### config.mk
export PLATFORM = sky130hd
export DESIGN_NAME = fft_frame_ctrl
export DESIGN_NICKNAME = d
export VERILOG_FILES = /design/src/rtl/fft_frame_ctrl.sv
export SDC_FILE = /design/constraint.sdc
export NUM_CORES = 1
export LEC_CHECK = 0
export ABC_AREA = 1
export CORE_AREA = 2 2 94 119
export CTS_BUF_LIST = sky130_fd_sc_hd__clkbuf_8
export CTS_CLUSTER_DIAMETER = 60
export DETAILED_ROUTE_END_ITERATION = 8
export DIE_AREA = 0 0 96 121
export PLACE_DENSITY = 0.81
export SKIP_CTS_REPAIR_TIMING = 1
export SLEW_MARGIN = 20
export SYNTH_ARGS = -nofsm -noshare
export SYNTH_HDL_FRONTEND = slang
export SYNTH_SLANG_ARGS = --single-unit
### constraint.sdc
create_clock -name clk -period 2.5 [get_ports clk]
set_input_delay 0.5 -clock clk [delete_from_list [all_inputs] [get_ports clk]]
set_output_delay 0.5 -clock clk [all_outputs]
set_load 0.05 [all_outputs]
### src/rtl/fft_frame_ctrl.sv
// fft_frame_ctrl: sequences one FFT frame at a time around fft_process.
// It arms the core, strobes ADC samples at clk/SAMPLE_DIV while the core
// accepts data, tracks the largest in-band magnitude bin, and reports it.
// Optional watchdog: define FFT_FRAME_TIMEOUT_EN to abandon frames that do
// not reach REPORT within TIMEOUT_CYCLES clocks of ARM entry.
module fft_frame_ctrl #(
  parameter int SAMPLE_DIV     = 2,
  parameter int MIN_BIN        = 1,
  parameter int MAX_BIN        = 511,
  parameter int TIMEOUT_CYCLES = 20000
) (
  input  logic        clk,
  input  logic        rst_n,
  input  logic        start,
  input  logic        continuous,
  input  logic        abort,
  output logic        fft_enable,
  input  logic        fft_ready_for_data,
  output logic        adc_valid,
  input  logic [27:0] fft_mag,
  input  logic [9:0]  fft_bin,
  input  logic        fft_mag_valid,
  input  logic        fft_done,
  output logic [9:0]  peak_bin,
  output logic [27:0] peak_mag,
  output logic        result_valid,
  output logic        busy,
  output logic [15:0] frame_count,
  output logic        timeout_err
);

  typedef enum logic [2:0] {IDLE, ARM, SAMPLE, COLLECT, REPORT} state_t;

  localparam logic [7:0] DIV_LAST = 8'(SAMPLE_DIV - 1);
  localparam logic [9:0] MIN_B    = 10'(MIN_BIN);
  localparam logic [9:0] MAX_B    = 10'(MAX_BIN);

  state_t      state;
  logic [7:0]  div_cnt;
  logic [27:0] run_mag;
  logic [9:0]  run_bin;
  logic        collecting;
  logic        peak_hit;
  logic [27:0] nxt_mag;
  logic [9:0]  nxt_bin;
  logic        tmo_hit;

  // Strictly-greater compare means an equal magnitude later in the stream
  // never displaces the earlier (lower) bin.
  function automatic logic is_new_peak(input logic        vld,
                                       input logic [9:0]  bin,
                                       input logic [27:0] mag,
                                       input logic [27:0] cur);
    return vld && (bin >= MIN_B) && (bin <= MAX_B) && (mag > cur);
  endfunction

  assign collecting = (state == SAMPLE) || (state == COLLECT);
  assign peak_hit   = collecting && is_new_peak(fft_mag_valid, fft_bin, fft_mag, run_mag);
  assign nxt_mag    = peak_hit ? fft_mag : run_mag;
  assign nxt_bin    = peak_hit ? fft_bin : run_bin;

  // Running peak: cleared while armed, updated from the magnitude stream.
  always_ff @(posedge clk) begin
    if (state == ARM) begin
      run_mag <= '0;
      run_bin <= '0;
    end else if (peak_hit) begin
      run_mag <= fft_mag;
      run_bin <= fft_bin;
    end
  end

  // Frame sequencer with registered outputs; abort and watchdog win over all.
  always_ff @(posedge clk or negedge rst_n) begin
    if (!rst_n) begin
      state        <= IDLE;
      fft_enable   <= 1'b0;
      adc_valid    <= 1'b0;
      result_valid <= 1'b0;
      busy         <= 1'b0;
      div_cnt      <= '0;
      peak_bin     <= '0;
      peak_mag     <= '0;
      frame_count  <= '0;
    end else if (abort || tmo_hit) begin
      state        <= IDLE;
      fft_enable   <= 1'b0;
      adc_valid    <= 1'b0;
      result_valid <= 1'b0;
      busy         <= 1'b0;
      div_cnt      <= '0;
    end else begin
      result_valid <= 1'b0;
      adc_valid    <= 1'b0;
      case (state)
        IDLE: begin
          if (start) begin
            state      <= ARM;
            fft_enable <= 1'b1;
            busy       <= 1'b1;
          end
        end
        ARM: begin
          div_cnt <= '0;
          if (fft_ready_for_data) state <= SAMPLE;
        end
        SAMPLE: begin
          if (!fft_ready_for_data) begin
            div_cnt <= '0;
            state   <= COLLECT;
          end else if (div_cnt == DIV_LAST) begin
            div_cnt   <= '0;
            adc_valid <= 1'b1;
          end else begin
            div_cnt <= div_cnt + 8'd1;
          end
        end
        COLLECT: begin
          div_cnt <= '0;
          // Load from the next-peak value so a magnitude arriving with
          // fft_done is part of the reported result.
          if (fft_done) begin
            state        <= REPORT;
            fft_enable   <= 1'b0;
            result_valid <= 1'b1;
            peak_bin     <= nxt_bin;
            peak_mag     <= nxt_mag;
            frame_count  <= frame_count + 16'd1;
          end
        end
        REPORT: begin
          if (continuous) begin
            state      <= ARM;
            fft_enable <= 1'b1;
          end else begin
            state <= IDLE;
            busy  <= 1'b0;
          end
        end
        default: begin
          state      <= IDLE;
          fft_enable <= 1'b0;
          busy       <= 1'b0;
        end
      endcase
    end
  end

`ifdef FFT_FRAME_TIMEOUT_EN
  localparam logic [31:0] TMO_LAST = 32'(TIMEOUT_CYCLES - 1);

  logic [31:0] tmo_cnt;

  assign tmo_hit = ((state == ARM) || collecting) && (tmo_cnt == TMO_LAST);

  // Watchdog: counts clocks from ARM entry; timeout_err is sticky until the next accepted start.
  always_ff @(posedge clk or negedge rst_n) begin
    if (!rst_n) begin
      tmo_cnt     <= '0;
      timeout_err <= 1'b0;
    end else begin
      if (((state == IDLE) && start) || ((state == REPORT) && continuous))
        tmo_cnt <= '0;
      else if ((state == ARM) || collecting)
        tmo_cnt <= tmo_cnt + 32'd1;
      if ((state == IDLE) && start && !abort)
        timeout_err <= 1'b0;
      else if (tmo_hit && !abort)
        timeout_err <= 1'b1;
    end
  end
`else
  // Without the watchdog a frame waits forever; the limit is meaningless.
  logic tmo_cfg_unused;
  assign tmo_cfg_unused = (TIMEOUT_CYCLES != 0);
  assign tmo_hit        = 1'b0;
  assign timeout_err    = 1'b0;
`endif

endmodule

==> results of run 1 <==
stage by stage:
stage                     TNS (ns)  hold slack (ns)  instances
after floorplan                  0           0.2044        740
after global placement      -5.704           0.4333        958
after detailed placement    -9.328           0.4507        958
after CTS                        0           0.2934        974
after global routing             0           0.3199        974
final                            0           0.2579        974
cells in the mapped netlist (2+ instances only):
cell type	n	share of area, %
nand2_1	222	15
ha_1	31	7.0
dfrtp_1	69	31
nand3_1	89	8.0
o21ai_0	11	0.99
nor3_1	6	0.54
buf_1	2	0.14
nor4_1	2	0.22
buf_4	2	0.27
o21ai_1	2	0.18
buf_6	4	0.81
inv_2	4	0.27
nor2_1	67	4.5
or2_2	2	0.22
xor2_1	10	1.6
clkbuf_1	9	0.61
nor2_2	6	0.67
nand2_2	11	1.2
inv_1	105	7.1
xnor2_1	6	0.94
a21oi_1	13	1.2
o22ai_1	3	0.34
dfxtp_1	38	14
nand4_1	2	0.22
o21a_1	3	0.40
nor2_4	2	0.40
buf_2	9	0.81
per-layer routing:
layer | vias to the layer above | part of all wire [%] | GRT usage (%)
li1 | 2482 | - | -
met1 | 2343 | 42 | 27.85
met2 | 135 | 51 | 41.62
met3 | 33 | 3.7 | 3.727
met4 | 0 | 3.0 | 11.16
met5 | - | 0 | 0
where the power goes:
part,internal (mW),leakage (nW),switching (mW)
clock,0.491,0.0999,0.599
sequential,2.26,1.24,0.287
combinational,1.20,2.20,2.37
total,3.95,3.54,3.25
worst reg2reg max path, cell delays in order, from the launching register on:
cell and delay (ns):
dfxtp_1 0.33, inv_1 0.06, ha_1 0.31, nand2_1 0.08
nor2_1 0.15, and2_1 0.16, nand2_1 0.06, nand3_1 0.08
nand2_1 0.06, nand2_1 0.12, buf_12 0.23, nand3_1 0.13
nand3_1 0.14, nand2_1 0.06
state kept, by name, indices dropped and copies added (netlist names):
signal,cells
div_cnt,8
peak_mag,28
adc_valid,1
result_valid,1
peak_bin,10
run_mag,28
busy,1
run_bin,10
state,3
fft_enable,1
frame_count,16
layout make-up:
class | count | area share [%]
clock buffers | 10 | 1.988
well taps | 132 | 2.386
inverters | 109 | 5.911
clock inverters | 6 | 0.9581
repair buffers | 112 | 16.38
multi-input cells | 498 | 36.44
flip-flops and latches | 107 | 35.94
how the worst min path moves through the flow:
stage | start | to | slack, ns | cells past startpoint
global route | rst_n | peak_bin[8]$_DFFE_PN0P_ | 0.32 | 1
detailed placement | run_bin[9]$_SDFF_PP0_ | run_bin[9]$_SDFF_PP0_ | 0.45 | 2
floorplan | rst_n | adc_valid$_DFF_PN0_ | 0.20 | 0
finish | rst_n | frame_count[12]$_DFFE_PN0P_ | 0.26 | 1
global placement | run_bin[9]$_SDFF_PP0_ | run_bin[9]$_SDFF_PP0_ | 0.43 | 2
CTS | rst_n | frame_count[6]$_DFFE_PN0P_ | 0.29 | 1
kinds of logic after synthesis:
family          count (synthesis)  synth area share [%]
simple gates                  416                 32.41
buf+inv                       135                 9.986
flops                         107                 44.71
compound gates                 34                 3.329
fa+ha+maj                      31                 6.973
xor+xnor                       16                 2.519
other cells                     1               0.06741
==> qor.csv, run 1 <==
metric;value;unit
yosys_register_bits;107;
diodes;0;
synth.distinct_cells;37;
fillCellCount;890;
placed_area;0.006718;mm²
r2r-start;run_mag[11]$_SDFF_PP0_;
synthArstFlopShare;64.49;%
cp.required;2.76;ns
drv_slew;0;
wire_per_inst;13.53;µm
cp_cell_sequence;clkdlybuf4s50_1 -> ha_1 -> nand2_1 -> nor2_1 -> nand2_1 -> nor2_2 -> nand2_1 -> inv_1 -> nand2_1 -> nand2_1 -> buf_12 -> nand3_1 -> nand3_1 -> nand2_1;
p_leak;3.538;nW
reg2reg_depth;13;
grt_pass1_wl;21900;µm
timing.final.ws_setup;0.2220;ns
cp_data_arrival_time;2.54;ns
fin_area;0.006922;mm²
final_core_util;66.19;%
via_count;4993;
tightest_slew;0.9180;ns
cp_max_fo;37;
core_area;0.01046;mm²
setup_viol;0;
grt_pass1_vias;4974;
cp_common_cell;nand2_1;
row_count;42;
synth_cells;740;
synth-main-ff-cell;dfrtp_1;
fmax;0.4390;GHz
detail_route.vias_per_cell;5.126;
htreeDepth;3;
layout_commonest_cell;nand2_1;
finalCritPeriodShare;91.12;%
status;finished clean;
ant_nets;0;
syn-num-nets;817;
finalPower;7.199;mW
clk_latency;0.37;ns
die_w;96;µm
nets;914;
overflow;0;
cts_buffers;9;
period_needed;2.278;ns
rrSetupSlack;0.44;ns
cp-end-kind;register;
max_stage_delay;0.44;ns
r2r_end;peak_mag[0]$_DFFE_PN0P_;
gp_congestion;0.8610;
clkTransAtPathRegs;0.10;ns
die_area;0.01162;mm²
cp_num_buf_inv;3;
hold_class;input port to async pin;
grt_max_degree;70;
multi_input_area;0.002522;mm²
crit_cells;14;
startpoint;fft_mag[23];
grt_usage;23.77;%
antenna_found_initial;0;
yosysSeqAreaShare;44.71;%
ir_worst_vdd;618.2;µV
ys_warn_count;0;
drive_gt1_share;6.532;%
routed_wl;13180;µm
final_cell_mix;nand2_1, inv_1, clkdlybuf4s50_1, nand3_1, dfrtp_1;
clock-root-buffer;clkbuf_8;
drc;0;
synthesis.area;0.005563;mm²
start_util;53.19;%
preCtsSetupSlack;-0.1624;ns
path_class;input port to register;
syn2layout_area_growth;24.43;%
synth_edf_count;0;
cts_max_path_buffers;2;
crit_family;simple AND/OR/NAND/NOR gates;
seq_area;0.002487;mm²
syn_area_per_cell;7.517;µm²
cap_violations;0;
hold_viol_final;0;
dp_hpwl;9169;µm
die_y;121;µm
io_pins;105;
port_buffers;103;
slew_headroom;38.80;%
drtIter0Drc;285;
rsz0062_at_grt;no;
finClkSkew;0.01258;ns
slowest_stage;clkdlybuf4s50_1;
startpoint_type;input port;
cellPowerDensity;1040;mW/mm²
drt_pass1_iterations;4;
cts.sinks;107;
cts_tree;yes;
endpoint;peak_mag[0]$_DFFE_PN0P_;
Note: power is estimated with default switching activity, not from simulation.
==> run 2: changes to the inputs <==
--- a/config.mk
+++ b/config.mk
@@ -6,11 +6,11 @@
 export NUM_CORES = 1
 export LEC_CHECK = 0
 export ABC_AREA = 1
-export CORE_AREA = 2 2 94 119
+export CORE_AREA = 4 4 96 121
 export CTS_BUF_LIST = sky130_fd_sc_hd__clkbuf_8
 export CTS_CLUSTER_DIAMETER = 60
 export DETAILED_ROUTE_END_ITERATION = 8
-export DIE_AREA = 0 0 96 121
+export DIE_AREA = 0 0 100 125
 export PLACE_DENSITY = 0.81
 export SKIP_CTS_REPAIR_TIMING = 1
 export SLEW_MARGIN = 20
==> run 2 against run 1 <==
  * Clock-buffer cell count grew 3
  * Power increased by 0.54%
  * Global-route usage shrank 2.1 points
  * Critical path depth did not move
  * Sequential power is essentially flat
  * Critical path type unchanged
  * Critical endpoint is now peak_bin[3]$_DFFE_PN0P_
  * Largest cell class unchanged
==> qor.csv, run 2 (synthesis gave the netlist of run 1 again) <==
metric;value;unit;change
rsz0062_at_grt;no;;
ant_nets;0;;unchanged
top_regs;peak_mag (28), run_mag (28), frame_count (16);;
rrSetupSlack;0.45;ns;about the same
cp_data_arrival_time;2.54;ns;about the same
path_class;input port to register;;
cp-end-kind;register;;
drt_pass1_iterations;5;;+1
grt_max_degree;70;;unchanged
io_pins;105;;unchanged
period_needed;2.273;ns;-0.005178 ns
clk_latency;0.37;ns;about the same
via_count;4893;;-2.0%
die_y;125;µm;+3.3%
diodes;0;;unchanged
fmax;0.4400;GHz;+0.23%
setup_viol;0;;unchanged
slew_headroom;39.49;%;+0.69 points
port_buffers;103;;unchanged
cp.required;2.77;ns;about the same
cp_max_fo;28;;-24%
dp.cells;962;;+0.42%
grt_pass1_wl;22220;µm;+1.5%
cts_buffers;9;;unchanged
antenna_found_initial;0;;unchanged
finalNonFillerCells;978;;+0.41%
preCtsSetupSlack;-0.1917;ns;-0.02925 ns
grt_usage;21.68;%;-2.1 points
cts_max_path_buffers;2;;unchanged
drtIter0Drc;231;;-19%
hold_class;input port to async pin;;
layout_commonest_cell;nand2_1;;
status;finished clean;;
finClkSkew;0.01107;ns;-0.001508 ns
ir_worst_vdd;579.6;µV;-6.2%
wire_per_inst;13.30;µm;-1.7%
cts.sinks;107;;unchanged
gp_congestion;0.8210;;-4.6%
p_leak;3.569;nW;+0.88%
clkTransAtPathRegs;0.10;ns;about the same
syn2layout_area_growth;25.17;%;
timing.final.ws_setup;0.2272;ns;+0.005178 ns
overflow;0;;unchanged
detail_route.vias_per_cell;5.003;;-2.4%
hold_viol_final;0;;unchanged
dp_hpwl;9292;µm;+1.3%
die_w;100;µm;+4.2%
final_cell_mix;nand2_1, inv_1, clkdlybuf4s50_1, nand3_1, dfrtp_1;;
nets;918;;+0.44%
die_area;0.01250;mm²;+7.6%
start_util;53.19;%;unchanged
clock-root-buffer;clkbuf_8;;
core_area;0.01046;mm²;unchanged
cts_tree;yes;;
tightest_slew;0.9077;ns;-0.01034 ns
cellPowerDensity;1039;mW/mm²;about the same
drive_gt1_share;7.092;%;+0.56 points
drv_slew;0;;unchanged
drc;0;;unchanged
row_count;42;;unchanged
startpoint_type;input port;;
finalCritPeriodShare;90.91;%;-0.21 points
routed_wl;13010;µm;-1.3%
grt_pass1_vias;5029;;+1.1%
htreeDepth;3;;unchanged
cap_violations;0;;unchanged
==> run 2: area by class of cell <==
class	count	area [µm²]
Clock buffer	13	178.9
Multi-Input combinational cell	498	2527
Tap cell	132	165.2
Clock inverter	3	43.79
Inverter	109	409.1
Fill cell	880	3495
Sequential cell	107	2487
Timing Repair Buffer	116	1151
==> run 2: critical path: stages <==
cell,delay (ns)
clkdlybuf4s50_1,0.43
ha_1,0.31
nand2_1,0.07
nor2_1,0.15
nand2_1,0.08
nor2_2,0.12
nand2_1,0.09
nor2_1,0.12
nor2_2,0.06
nand2_1,0.14
buf_12,0.21
nand2_1,0.10
nand3_1,0.09
nand2_1,0.05
==> run 2: stage by stage <==
stage | TNS, ns | power (mW) | hold slack, ns | util (%) | instance area [µm²]
after global routing | 0 | 7.782 | 0.3177 | 66.58 | 6963
after global placement | -7.877 | 5.999 | 0.4331 | 64.45 | 6740
after floorplan | 0 | 5.025 | 0.2044 | - | 5563
after CTS | 0 | 7.282 | 0.2857 | 66.58 | 6963
final | 0 | 7.238 | 0.2541 | 66.58 | 6963
after detailed placement | -11.22 | 6.119 | 0.4378 | 64.45 | 6740
==> run 2: final timing paths <==
| kind | startpoint | endpoint | cells after the start |
|---|---|---|---|
| hold reg to reg | run_bin[9]$_SDFF_PP0_ | run_bin[9]$_SDFF_PP0_ | 2 |
| hold / removal | rst_n | frame_count[12]$_DFFE_PN0P_ | 1 |
| setup reg to reg | run_mag[23]$_SDFF_PP0_ | peak_bin[3]$_DFFE_PN0P_ | 14 |
| max in group asynchronous | rst_n | peak_mag[10]$_DFFE_PN0P_ | 1 |
| setup / recovery | fft_mag[23] | peak_bin[3]$_DFFE_PN0P_ | 14 |
| min in group clk | run_bin[9]$_SDFF_PP0_ | run_bin[9]$_SDFF_PP0_ | 2 |
==> run 2: layer usage <==
metal	track usage, %	share of wire [%]	up-vias
li1	-	-	2482
met1	25.04	40	2260
met2	38.55	52	121
met4	9.913	2.8	0
met3	3.788	4.7	30
met5	0	0	-
==> run 2: report_power, final <==
part	switching (mW)	leakage, nW	internal, mW	total (mW)
logic	2.34	2.22	1.21	3.54
clock network	0.584	0.116	0.574	1.16
registers	0.278	1.24	2.26	2.53
total	3.20	3.57	4.04	7.24
